File: src/rtl/dm_arb_pkg.sv
// Shared types and constants for the DM port arbiter.
// Optional feature macro: DM_ARB_RR_EN (round-robin arbitration).
package dm_arb_pkg;

  typedef enum logic [1:0] {
    IDLE   = 2'd0,
    ACCESS = 2'd1,
    RESP   = 2'd2
  } dm_arb_state_e;

  localparam int unsigned DEF_MEM_BYTES = 8;

  localparam logic PORT_CPU = 1'b0;
  localparam logic PORT_AUX = 1'b1;

endpackage

File: src/rtl/dm_port_arbiter_if.sv
// Requester and data-memory signal bundle for the DM port arbiter.
// Optional feature macro: DM_ARB_RR_EN (handled in dm_arb_pick).
interface dm_port_arbiter_if #(
  parameter int unsigned AW = 32,
  parameter int unsigned DW = 32
);

  logic          req0;
  logic          req1;
  logic          we0;
  logic          we1;
  logic [AW-1:0] addr0;
  logic [AW-1:0] addr1;
  logic [DW-1:0] wdata0;
  logic [DW-1:0] wdata1;
  logic          ack0;
  logic          ack1;
  logic          err0;
  logic          err1;
  logic [DW-1:0] rdata0;
  logic [DW-1:0] rdata1;
  logic          owner;
  logic [AW-1:0] MemAddr;
  logic [DW-1:0] MemWriteData;
  logic          MemWrite;
  logic [DW-1:0] MemReadData;

  modport slave (
    input  req0, req1, we0, we1,
    input  addr0, addr1, wdata0, wdata1,
    input  MemReadData,
    output ack0, ack1, err0, err1,
    output rdata0, rdata1, owner,
    output MemAddr, MemWriteData, MemWrite
  );

  modport master (
    output req0, req1, we0, we1,
    output addr0, addr1, wdata0, wdata1,
    output MemReadData,
    input  ack0, ack1, err0, err1,
    input  rdata0, rdata1, owner,
    input  MemAddr, MemWriteData, MemWrite
  );

endinterface

File: src/rtl/dm_arb_pick.sv
// Combinational winner selector for the two DM requesters.
// Optional feature macro: DM_ARB_RR_EN (round-robin instead of fixed priority).
module dm_arb_pick
  import dm_arb_pkg::*;
(
  input  logic req0_i,
  input  logic req1_i,
  input  logic owner_i,
  output logic win_o
);

  // With no request the choice is unused; holding owner keeps it stable.
`ifdef DM_ARB_RR_EN
  always_comb begin
    win_o = owner_i;
    if (req0_i && req1_i)
      win_o = ~owner_i;
    else if (req0_i)
      win_o = PORT_CPU;
    else if (req1_i)
      win_o = PORT_AUX;
  end
`else
  always_comb begin
    win_o = owner_i;
    if (req0_i)
      win_o = PORT_CPU;
    else if (req1_i)
      win_o = PORT_AUX;
  end
`endif

endmodule

File: src/rtl/dm_port_arbiter.sv
// Two-port arbiter and IDLE/ACCESS/RESP sequencer for the big-endian DM.
// Optional feature macro: DM_ARB_RR_EN (round-robin arbitration).
module dm_port_arbiter
  import dm_arb_pkg::*;
#(
  parameter int unsigned MEM_BYTES = DEF_MEM_BYTES,
  parameter int unsigned AW        = 32,
  parameter int unsigned DW        = 32
) (
  input  logic              clk,
  input  logic              rst_n,
  dm_port_arbiter_if.slave  bus
);

  localparam logic [AW-1:0] LAST_WORD = AW'(MEM_BYTES - 4);

  dm_arb_state_e state_q, state_d;
  logic          owner_q;
  logic          we_q;
  logic [AW-1:0] addr_q;
  logic [DW-1:0] wdata_q;
  logic [DW-1:0] rdata0_q;
  logic [DW-1:0] rdata1_q;
  logic          win;
  logic          any_req;
  logic          in_rng;

  assign any_req = bus.req0 | bus.req1;
  // Compare the base address only so addr+3 can never wrap.
  assign in_rng  = (addr_q <= LAST_WORD);

  dm_arb_pick u_pick (
    .req0_i  (bus.req0),
    .req1_i  (bus.req1),
    .owner_i (owner_q),
    .win_o   (win)
  );

  // State register.
  always_ff @(posedge clk or negedge rst_n) begin
    if (!rst_n)
      state_q <= IDLE;
    else
      state_q <= state_d;
  end

  // Next state and DM/ack outputs, all decoded from the current state.
  always_comb begin
    state_d          = state_q;
    bus.MemAddr      = '0;
    bus.MemWriteData = '0;
    bus.MemWrite     = 1'b0;
    bus.ack0         = 1'b0;
    bus.ack1         = 1'b0;
    bus.err0         = 1'b0;
    bus.err1         = 1'b0;
    unique case (state_q)
      IDLE: begin
        if (any_req)
          state_d = ACCESS;
      end
      ACCESS: begin
        state_d          = RESP;
        bus.MemWriteData = wdata_q;
        if (in_rng) begin
          bus.MemAddr  = addr_q;
          bus.MemWrite = we_q;
        end
      end
      RESP: begin
        state_d = IDLE;
        if (owner_q == PORT_AUX) begin
          bus.ack1 = 1'b1;
          bus.err1 = ~in_rng;
        end else begin
          bus.ack0 = 1'b1;
          bus.err0 = ~in_rng;
        end
      end
      default: state_d = IDLE;
    endcase
  end

  // Latch the winning request at the IDLE sample.
  always_ff @(posedge clk or negedge rst_n) begin
    if (!rst_n) begin
      owner_q <= PORT_AUX;
      we_q    <= 1'b0;
      addr_q  <= '0;
      wdata_q <= '0;
    end else if (state_q == IDLE && any_req) begin
      owner_q <= win;
      if (win == PORT_AUX) begin
        we_q    <= bus.we1;
        addr_q  <= bus.addr1;
        wdata_q <= bus.wdata1;
      end else begin
        we_q    <= bus.we0;
        addr_q  <= bus.addr0;
        wdata_q <= bus.wdata0;
      end
    end
  end

  // Capture load data at the end of ACCESS; out-of-range loads return 0.
  always_ff @(posedge clk or negedge rst_n) begin
    if (!rst_n) begin
      rdata0_q <= '0;
      rdata1_q <= '0;
    end else if (state_q == ACCESS && !we_q) begin
      if (owner_q == PORT_AUX)
        rdata1_q <= in_rng ? bus.MemReadData : '0;
      else
        rdata0_q <= in_rng ? bus.MemReadData : '0;
    end
  end

  assign bus.rdata0 = rdata0_q;
  assign bus.rdata1 = rdata1_q;
  assign bus.owner  = owner_q;

endmodule

File: src/flat_wrapper.sv
// flat-port wrapper written by rule: the top's interface ports become plain ports
module dm_port_arbiter_flat import dm_arb_pkg::*;
#(
  parameter int unsigned MEM_BYTES = DEF_MEM_BYTES,
  parameter int unsigned AW        = 32,
  parameter int unsigned DW        = 32
)
  (clk, rst_n, bus_req0, bus_req1, bus_we0, bus_we1, bus_addr0, bus_addr1, bus_wdata0, bus_wdata1, bus_MemReadData, bus_ack0, bus_ack1, bus_err0, bus_err1, bus_rdata0, bus_rdata1, bus_owner, bus_MemAddr, bus_MemWriteData, bus_MemWrite);
  dm_port_arbiter_if #(.AW(AW), .DW(DW)) bus_i ();
  input  logic clk;
  input  logic rst_n;
  input wire logic [$bits(bus_i.req0)-1:0] bus_req0;
  input wire logic [$bits(bus_i.req1)-1:0] bus_req1;
  input wire logic [$bits(bus_i.we0)-1:0] bus_we0;
  input wire logic [$bits(bus_i.we1)-1:0] bus_we1;
  input wire logic [$bits(bus_i.addr0)-1:0] bus_addr0;
  input wire logic [$bits(bus_i.addr1)-1:0] bus_addr1;
  input wire logic [$bits(bus_i.wdata0)-1:0] bus_wdata0;
  input wire logic [$bits(bus_i.wdata1)-1:0] bus_wdata1;
  input wire logic [$bits(bus_i.MemReadData)-1:0] bus_MemReadData;
  output wire logic [$bits(bus_i.ack0)-1:0] bus_ack0;
  output wire logic [$bits(bus_i.ack1)-1:0] bus_ack1;
  output wire logic [$bits(bus_i.err0)-1:0] bus_err0;
  output wire logic [$bits(bus_i.err1)-1:0] bus_err1;
  output wire logic [$bits(bus_i.rdata0)-1:0] bus_rdata0;
  output wire logic [$bits(bus_i.rdata1)-1:0] bus_rdata1;
  output wire logic [$bits(bus_i.owner)-1:0] bus_owner;
  output wire logic [$bits(bus_i.MemAddr)-1:0] bus_MemAddr;
  output wire logic [$bits(bus_i.MemWriteData)-1:0] bus_MemWriteData;
  output wire logic [$bits(bus_i.MemWrite)-1:0] bus_MemWrite;
  assign bus_i.req0 = bus_req0;
  assign bus_i.req1 = bus_req1;
  assign bus_i.we0 = bus_we0;
  assign bus_i.we1 = bus_we1;
  assign bus_i.addr0 = bus_addr0;
  assign bus_i.addr1 = bus_addr1;
  assign bus_i.wdata0 = bus_wdata0;
  assign bus_i.wdata1 = bus_wdata1;
  assign bus_i.MemReadData = bus_MemReadData;
  assign bus_ack0 = bus_i.ack0;
  assign bus_ack1 = bus_i.ack1;
  assign bus_err0 = bus_i.err0;
  assign bus_err1 = bus_i.err1;
  assign bus_rdata0 = bus_i.rdata0;
  assign bus_rdata1 = bus_i.rdata1;
  assign bus_owner = bus_i.owner;
  assign bus_MemAddr = bus_i.MemAddr;
  assign bus_MemWriteData = bus_i.MemWriteData;
  assign bus_MemWrite = bus_i.MemWrite;
  dm_port_arbiter #(.MEM_BYTES(MEM_BYTES), .AW(AW), .DW(DW)) u_core (.clk(clk), .rst_n(rst_n), .bus(bus_i));
endmodule
File: config.mk
export PLATFORM = sky130hd
export DESIGN_NAME = dm_port_arbiter_flat
export DESIGN_NICKNAME = d
export VERILOG_FILES = /design/src/rtl/dm_arb_pkg.sv /design/src/rtl/dm_port_arbiter_if.sv /design/src/rtl/dm_arb_pick.sv /design/src/rtl/dm_port_arbiter.sv /design/src/flat_wrapper.sv
export SDC_FILE = /design/constraint.sdc
export NUM_CORES = 1
export LEC_CHECK = 0
export BUFFER_PORTS_ARGS = -buffer_cell sky130_fd_sc_hd__buf_2
export CAP_MARGIN = 10
export CORE_MARGIN = 2
export CORE_UTILIZATION = 40
export CTS_BUF_LIST = sky130_fd_sc_hd__clkbuf_16
export CTS_CLUSTER_SIZE = 12
export DETAILED_ROUTE_END_ITERATION = 7
export GPL_TIMING_DRIVEN = 0
export MAX_ROUTING_LAYER = met4
export PLACE_DENSITY = 0.7
export RECOVER_POWER = 100
export SLEW_MARGIN = 20
export SYNTH_ARGS = -nofsm -noshare
export SYNTH_HDL_FRONTEND = slang
export SYNTH_SLANG_ARGS = --single-unit
File: constraint.sdc
create_clock -name clk -period 1.9 [get_ports clk]
set_input_delay 0.285 -clock clk [delete_from_list [all_inputs] [get_ports clk]]
set_output_delay 0.285 -clock clk [all_outputs]
set_load 0.1 [all_outputs]
==> metrics.txt <==
layout cell share with drive strength beyond 1=0.5245; core area=15770 um^2; Tot GR Track Use=0.2267; critical path capture point type=primary output; Critical Path Slowest Stage Cell=dfrtp_1; number of global-route vias before repair=5469; GR Overflow Total=0; worst path cell trace=nor4_4 -> nand4_1 -> nor3_4 -> buf_6 -> and3_4 -> buf_12; synth warn=0; Final Slew Violations=0; DRC violations left=0; Initial Util=0.4062; post-route cell area=9697 um^2; Placer Congestion=0.7589; num ports=300; Buf/Inv on CP=2; GR Util met1=0.2771; Crit path max-delay family=simple AND/OR/NAND/NOR gates; Overall Power=between 0.015 and 0.02 W; crit-path max FO=7; Hold Path Class=in -> reg; Static Leak=~5.2 nW; Clock Latency Late Sink=between 0.4 and 0.5 ns; slew margin rel.=0.08175; largest net degree at the start of global routing=80; Seq/Total Area, Yosys=0.5158; PortBufs=270; CTS Buf Count=17; CP peak stage delay=0.40 ns; CTS sink count=132; FF+latch count, synth=132; Max Root-Sink Buffers=2; grt met2 use=0.3814; Setup CP Type=reg -> out; DRT Pass-1 Iters=5; GRT met3 Usage=0.05049; initial drt markers=250; Area Overhead vs Synth=51.37%; RSZ-0062 raised after global routing=yes; Post-Syn Instances=591; wire length per cell=roughly 16 um; failing checks=setup timing; Worst EP arrival=between 2 and 2.5 ns; Setup Viol. Count Final=37; Layout Cells excl Fill=1154; PD cells=1582 nW/um^2; Worst Setup Start Kind=flip-flop; ANT cells=0; # rows=46; Die Footprint=roughly 17000 um^2; grt peak-use layer=met2; antenna viol nets, final=0; via/cell ratio=around 4.8; Via Count=5554; WL final=approximately 19000 um; first-pass GRT wire length=28590 um; placed instance count=between 1000 and 1500; Critical Path RT=around 1.6 ns; Unique masters post-synth=29; CTS tree=built; H-Tree Depth=4; Die X=~130 um; f_max=417.0 MHz; mapped cell area=between 6000 and 7000 um^2; Syn Area/Cell=roughly 11 um^2; Worst Clk Skew=0.008192 ns; Final HPWL DP=~14000 um; Worst-path clk slew=0.06 ns; root buffer cell=clkbuf_16; fin crit share=1.262; final setup TNS=-5.070 ns; Slew @ Worst Pin=between 1 and 1.5 ns; initial antenna violation count=0; Worst Hold Slack=about 0.05 ns; Die H=approximately 130 um; dpl cell area=~8300 um^2; fin nets=around 1100; final hold vios=0; Final WS setup=-0.4984 ns; status=finished with violations; minimum clock period=2.398 ns; max-cap viol count=0; peak supply drop=approximately 0.0014 V
-- routing by layer --
metal,routed length (um),vias up
met1,7716,2659
met4,136,0
met5,0,-
met2,9497,214
li1,-,2669
met3,1339,12
-- timing repair --
item,in CTS,in global routing
gates cloned,2,0
hold buffers,1,0
gates resized for setup,205,26
pin swaps,26,4
buffers inserted,12,1
setup endpoints to repair,105,152
hold endpoints to repair,53,0
-- worst reg2reg max path, cell delays in order (launching register included) --
cell	delay, ns
dfrtp_1	0.37
nor2b_1	0.25
clkbuf_4	0.18
and3b_1	0.15
buf_4	0.17
clkbuf_2	0.25
and2b_1	0.21
a31o_2	0.20
-- cell usage in the layout (no fill, tap or decap), types with 3 or more instances in the layout --
cell,count
buf_2,179
dfrtp_1,131
clkbuf_2,76
nor2_1,67
a21oi_1,67
mux2i_1,63
a31o_2,57
nor2b_1,55
buf_4,45
buf_12,38
and2_4,32
conb_1,29
clkbuf_16,17
buf_6,11
and2b_1,10
a31o_1,7
buf_8,6
clkinv_1,5
and3_4,4
clkbuf_4,3
clkinvlp_4,3
bufinv_16,3
-- stage by stage --
| stage | setup WS, ns | util |
|---|---|---|
| finish | -0.4984 | 0.6149 |
| global route | -0.6393 | 0.6149 |
| CTS | -0.5600 | 0.6115 |
| detailed placement | -0.7900 | 0.5235 |
| global placement | -1.317 | 0.5211 |
| floorplan | -0.5447 | - |
-- Yosys cell counts --
library cell / n / area share
o21ai_0: 1 / 0.00078
buf_2: 19 / 0.015
a21oi_1: 67 / 0.052
and3_1: 4 / 0.0039
dfstp_2: 1 / 0.0041
nor3_4: 1 / 0.0025
nor2b_2: 1 / 0.0014
nor4_1: 3 / 0.0029
and2b_1: 10 / 0.012
nor3b_1: 1 / 0.0012
o21bai_1: 1 / 0.0012
mux2i_1: 65 / 0.10
a31o_1: 7 / 0.0096
nor2b_1: 56 / 0.055
and3b_1: 2 / 0.0027
nor4_2: 3 / 0.0059
and2_1: 32 / 0.031
or3_1: 1 / 0.00098
o21a_1: 1 / 0.0012
conb_1: 1 / 0.00059
a31o_2: 57 / 0.078
nand4_1: 2 / 0.0020
clkbuf_1: 12 / 0.0070
dfrtp_1: 131 / 0.51
nor2_1: 67 / 0.039
nor3b_4: 1 / 0.0029
buf_4: 34 / 0.040
buf_6: 7 / 0.012
buf_1: 3 / 0.0018
-- state kept, by name (all words and copies together), names as in the netlist --
signal             count
u_core.bus.owner       1
u_core.we_q            1
u_core.state_q         2
u_core.bus.rdata0     32
u_core.bus.rdata1     32
u_core.addr_q         32
u_core.wdata_q        32
-- worst paths after layout --
kind,start,end,slack (ns),cells after the start
max in group asynchronous,rst_n,u_core.addr_q[12]$_DFFE_PN0P_,0.12,3
min in group asynchronous,rst_n,u_core.bus.rdata1[23]$_DFFE_PN0P_,0.74,2
min,bus_req0,u_core.bus.owner$_DFFE_PN1P_,0.05,2
min reg2reg,u_core.addr_q[13]$_DFFE_PN0P_,u_core.addr_q[13]$_DFFE_PN0P_,0.52,2
max reg2reg,u_core.state_q[0]$_DFFE_PN0P_,u_core.bus.rdata1[9]$_DFFE_PN0P_,0,7
max,u_core.addr_q[23]$_DFFE_PN0P_,bus_MemWrite,-0.50,6
-- cell families after synthesis --
| family | after synthesis | synth area share |
|---|---|---|
| simple gates | 184 | 0.1633 |
| compound gates | 134 | 0.1430 |
| flops | 132 | 0.5158 |
| buf+inv | 75 | 0.07578 |
| mux | 65 | 0.1016 |
| other cells | 1 | 0.0005854 |
-- report_power, final --
part,switching [W],leakage [nW],internal (W)
sequential,0.000493,1.65,0.00356
combinational,0.00503,3.25,0.00298
clock,0.00124,0.277,0.00205
-- layout make-up --
type / count / area (um^2)
Timing Repair Buffer: 287 / 2103
Multi-Input combinational cell: 412 / 2874
Clock inverter: 15 / 162.7
Sequential cell: 132 / 3308
Fill cell: 1330 / 6073
Buffer: 75 / 553.0
Tap cell: 216 / 270.3
Clock buffer: 17 / 425.4
(Power assumes the default switching activity.)
